===== config.mk =====
export PLATFORM = sky130hd
export DESIGN_NAME = arbitro_roteador
export DESIGN_NICKNAME = d
export VERILOG_FILES = /design/src/rtl/arbitro_roteador.sv
export SDC_FILE = /design/constraint.sdc
export NUM_CORES = 1
export LEC_CHECK = 0
export CAP_MARGIN = 20
export CELL_PAD_IN_SITES_DETAIL_PLACEMENT = 1
export CELL_PAD_IN_SITES_GLOBAL_PLACEMENT = 1
export CORE_MARGIN = 1
export CORE_UTILIZATION = 34
export DETAILED_ROUTE_END_ITERATION = 10
export GPL_TIMING_DRIVEN = 0
export PLACE_DENSITY = 0.78
export SKIP_CTS_REPAIR_TIMING = 1
export SYNTH_ARGS = -nofsm -noshare
export SYNTH_HDL_FRONTEND = slang
export SYNTH_SLANG_ARGS = --single-unit

===== constraint.sdc =====
create_clock -name clock -period 2.61 [get_ports clock]
set_input_delay 0.261 -clock clock [delete_from_list [all_inputs] [get_ports clock]]
set_output_delay 0.261 -clock clock [all_outputs]
set_load 0.01 [all_outputs]

===== src/rtl/arbitro_roteador.sv =====
// Round-robin arbiter for two requesters sharing a 2:1 routing datapath.
// Winner's word passes through a single-entry output register with valid/ready.
module arbitro_roteador #(
   parameter int WIDTH     = 4,
   parameter int MAX_BURST = 4
) (
   input  logic             clock,
   input  logic             reset,
   input  logic             req_a,
   input  logic [WIDTH-1:0] data_a,
   input  logic             lock_a,
   input  logic             req_b,
   input  logic [WIDTH-1:0] data_b,
   input  logic             lock_b,
   output logic             ack_a,
   output logic             ack_b,
   output logic             sel,
   input  logic             out_ready,
   output logic             out_valid,
   output logic [WIDTH-1:0] out_data
);

   localparam int CW = $clog2(MAX_BURST + 1);
   localparam logic [CW:0] BURST_LIM = (CW+1)'(MAX_BURST);

   typedef enum logic [1:0] {IDLE, SERVE_A, SERVE_B} state_t;

   state_t         state;
   logic           last;     // 0 = A served last, 1 = B served last
   logic [CW-1:0]  count;
   logic           space;
   logic           take;
   logic           owner_req;
   logic           owner_lock;
   logic           keep_lock;
   logic [CW:0]    count_nxt;
   logic [WIDTH-1:0] routed;

   assign space = !out_valid || out_ready;

   // Acks are combinational so the requester sees consumption in the same cycle.
   assign ack_a = !reset && (state == SERVE_A) && req_a && space;
   assign ack_b = !reset && (state == SERVE_B) && req_b && space;
   assign take  = ack_a || ack_b;

   assign routed     = sel ? data_b : data_a;
   assign owner_req  = (state == SERVE_B) ? req_b  : req_a;
   assign owner_lock = (state == SERVE_B) ? lock_b : lock_a;
   assign count_nxt  = {1'b0, count} + {{CW{1'b0}}, 1'b1};
   assign keep_lock  = owner_lock && (count_nxt < BURST_LIM);

   always_ff @(posedge clock) begin
      if (reset) begin
         state     <= IDLE;
         last      <= 1'b1;
         count     <= '0;
         sel       <= 1'b0;
         out_valid <= 1'b0;
         out_data  <= '0;
      end else begin
         if (take) begin
            out_data  <= routed;
            out_valid <= 1'b1;
         end else if (out_valid && out_ready) begin
            out_valid <= 1'b0;
         end

         case (state)
            IDLE: begin
               if (req_a && (!req_b || last)) begin
                  state <= SERVE_A;
                  sel   <= 1'b0;
                  count <= '0;
               end else if (req_b) begin
                  state <= SERVE_B;
                  sel   <= 1'b1;
                  count <= '0;
               end
            end
            SERVE_A, SERVE_B: begin
               if (!owner_req) begin
                  state <= IDLE;
                  sel   <= 1'b0;
                  last  <= (state == SERVE_B);
               end else if (space) begin
                  // A stall (no space) leaves count untouched.
                  count <= count_nxt[CW-1:0];
                  if (!keep_lock) begin
                     state <= IDLE;
                     sel   <= 1'b0;
                     last  <= (state == SERVE_B);
                  end
               end
            end
            default: begin
               state <= IDLE;
               sel   <= 1'b0;
            end
         endcase
      end
   end

endmodule

==> reports/qor.yml <==
final-max-slew-violation-count: 0
worst_pin_slew_ns: 0.4653
fp.dieArea_um2: 2135
setup-tns-final_ns: 0
io_pins: 23
seq_area_frac_synth_pct: 33.15
path_class: "flop to primary output"
crit_chain: "clkbuf_1 -> inv_1 -> ha_1 -> nand2_1 -> nor3_1 -> clkdlybuf4s50_1"
dp_cells: 121
cts_root_buffer: "clkbuf_4"
fmax_mhz: 440.2
finalNetCount: 120
crit_family: "buffers and inverters"
ir_drop_v: 0.0002597
clock_path_buffers: 2
firstDrtPassIters: 2
grt_max_degree: 11
ys_types: 28
syn_area_um2: 664.4
finalSetupViolations: 0
relSlewSlack_pct: 68.91
fin_cells: 125
portBuffers: 22
fp.dieW_um: 46.21
worstPathRequired_ns: 2.35
overflow: 0
wire_per_inst_um: 13.14
synth_seq_cells: 11
core_area_um2: 1783
p_leak_nw: 0.3491
antenna_found_initial: 0
cp.arrival_ns: 2.01
period_needed_ns: 2.272
diodes: 0
crit_path_max_incr_delay_ns: 0.50
ys_warn_count: 0
drc: 0
h-tree-depth: 1
postSynthAreaPerCell_um2: 8.978
cts_tree: "done"
drtIter0Drc: 3
die_y_um: 46.21
path_clk_slew_ns: 0.08
powerDensity_nw_per_um2: 551.9
via_count: 614
cts_inserted_buffers: 3
finClkSkew_ns: 0.001407
rows: 15
ant_nets: 0
syn-num-nets: 93
final_cell_mix: "22 x clkdlybuf4s50_1, 11 x dfxtp_1, 8 x mux2i_1, 6 x inv_1, 6 x nand2_1"
rsz0062_at_grt: "false"
hpwlAfterDp_mm: 1.284
start_kind: "flop"
cts_sinks: 11
crit_path_end_kind: "primary output"
synthToLayoutAreaGrowth_pct: 41.81
clk_latency_ns: 0.27
max-cap-violations: 0
hold_viol: 0
crit_fanout: 6
hold_class: "flop to flop"
viasPerCell: 4.912
final_common_cell: "clkdlybuf4s50_1"
grt_use_total_pct: 17.38
wl_mm: 1.642
timing.critical_path.buf_inv: 3
slowest_stage: "clkdlybuf4s50_1"
syn_inst: 74
gp_congestion: 0.7735
grt_pass1_wl_mm: 2.670
grt_pass1_vias: 600
start_util_pct: 37.26
final_layout_size_suffix_gt1_share_pct: 7.000
fin_crit_sh_pct: 87.04
outcome: "complete, no violations"
final cells by class:
cell class	count	area [um^2]
repair buffers	22	220.2
clock buffers	4	26.28
fillers	211	840.8
well taps	25	31.28
inverters	6	22.52
multi-input cells	55	406.6
plain buffers	2	15.01
flip-flops and latches	11	220.2
cells by family after synthesis:
| logic type | after synthesis | synth area share, % |
|---|---|---|
| AO/OA/AOI/OAI | 18 | 20.15 |
| XOR/XNOR | 1 | 1.319 |
| adder cells (fa/ha/maj) | 4 | 7.533 |
| buffers and inverters | 8 | 5.649 |
| flip-flops | 11 | 33.14 |
| multiplexers | 8 | 12.05 |
| AND/OR/NAND/NOR | 24 | 20.15 |
metal layers:
layer,global-route usage (%),wire length (um),up-vias
met5,0,0,-
met4,5.294,0,0
met3,3.529,37,0
met2,27.32,806,8
met1,23.60,798,291
li1,-,-,315
power breakdown:
part | switching, mW | internal, mW
logic | 0.0943 | 0.101
clock network | 0.0642 | 0.0591
registers | 0.0133 | 0.188
through the flow:
step / total power, mW / hold slack, ns / util [%] / instance area, um^2 / setup WS (ns)
after floorplan: 0.3273 / 0.4420 / - / 664.4 / 0.9139
after CTS: 0.5292 / 0.4918 / 52.84 / 942.2 / 0.2991
after global placement: 0.3959 / 0.4657 / 51.37 / 915.9 / 0.6471
after detailed placement: 0.4008 / 0.4784 / 51.37 / 915.9 / 0.6112
final: 0.5200 / 0.4909 / 52.84 / 942.2 / 0.3384
after global routing: 0.5601 / 0.5234 / 52.84 / 942.2 / 0.1435
final timing paths:
| path | from | endpoint | slack [ns] | cells after the start |
|---|---|---|---|---|
| setup reg to reg | sel | state[0] | 0.75 | 6 |
| setup / recovery | sel | ack_a | 0.34 | 6 |
| hold / removal | count[0] | count[0] | 0.49 | 1 |
| hold reg to reg | count[0] | count[0] | 0.49 | 1 |
synth_stat cells:
master    number  share of area [%]
dfxtp_1       11                 33
mux2i_1        8                 12
inv_1          6                3.4
nand2_1        6                3.4
a211oi_1       4                4.5
ha_1           4                7.5
nor2_1         4                2.3
o21ai_0        4                3.0
a21oi_1        3                2.3
nor2b_1        3                2.8
nand2b_1       2                1.9
nor3_1         2                1.5
or2b_1         2                2.3
a211oi_4       1                3.0
a21oi_2        1                1.3
a311oi_1       1                1.3
a31oi_1        1               0.94
and3_1         1               0.94
buf_6          1                1.7
clkbuf_1       1               0.56
nand3b_1       1                1.1
nor3b_1        1                1.1
nor3b_2        1                1.9
nor4_1         1               0.94
o311ai_0       1                1.3
o31ai_1        1                1.1
o32ai_1        1                1.3
xor2_1         1                1.3
state kept, by name, indices dropped and copies added (netlist names):
| name | flops |
|---|---|
| out_valid | 1 |
| sel | 1 |
| out_data | 4 |
| state | 1 |
| last | 1 |
| count | 3 |
Note: power is estimated with default switching activity, not from simulation.
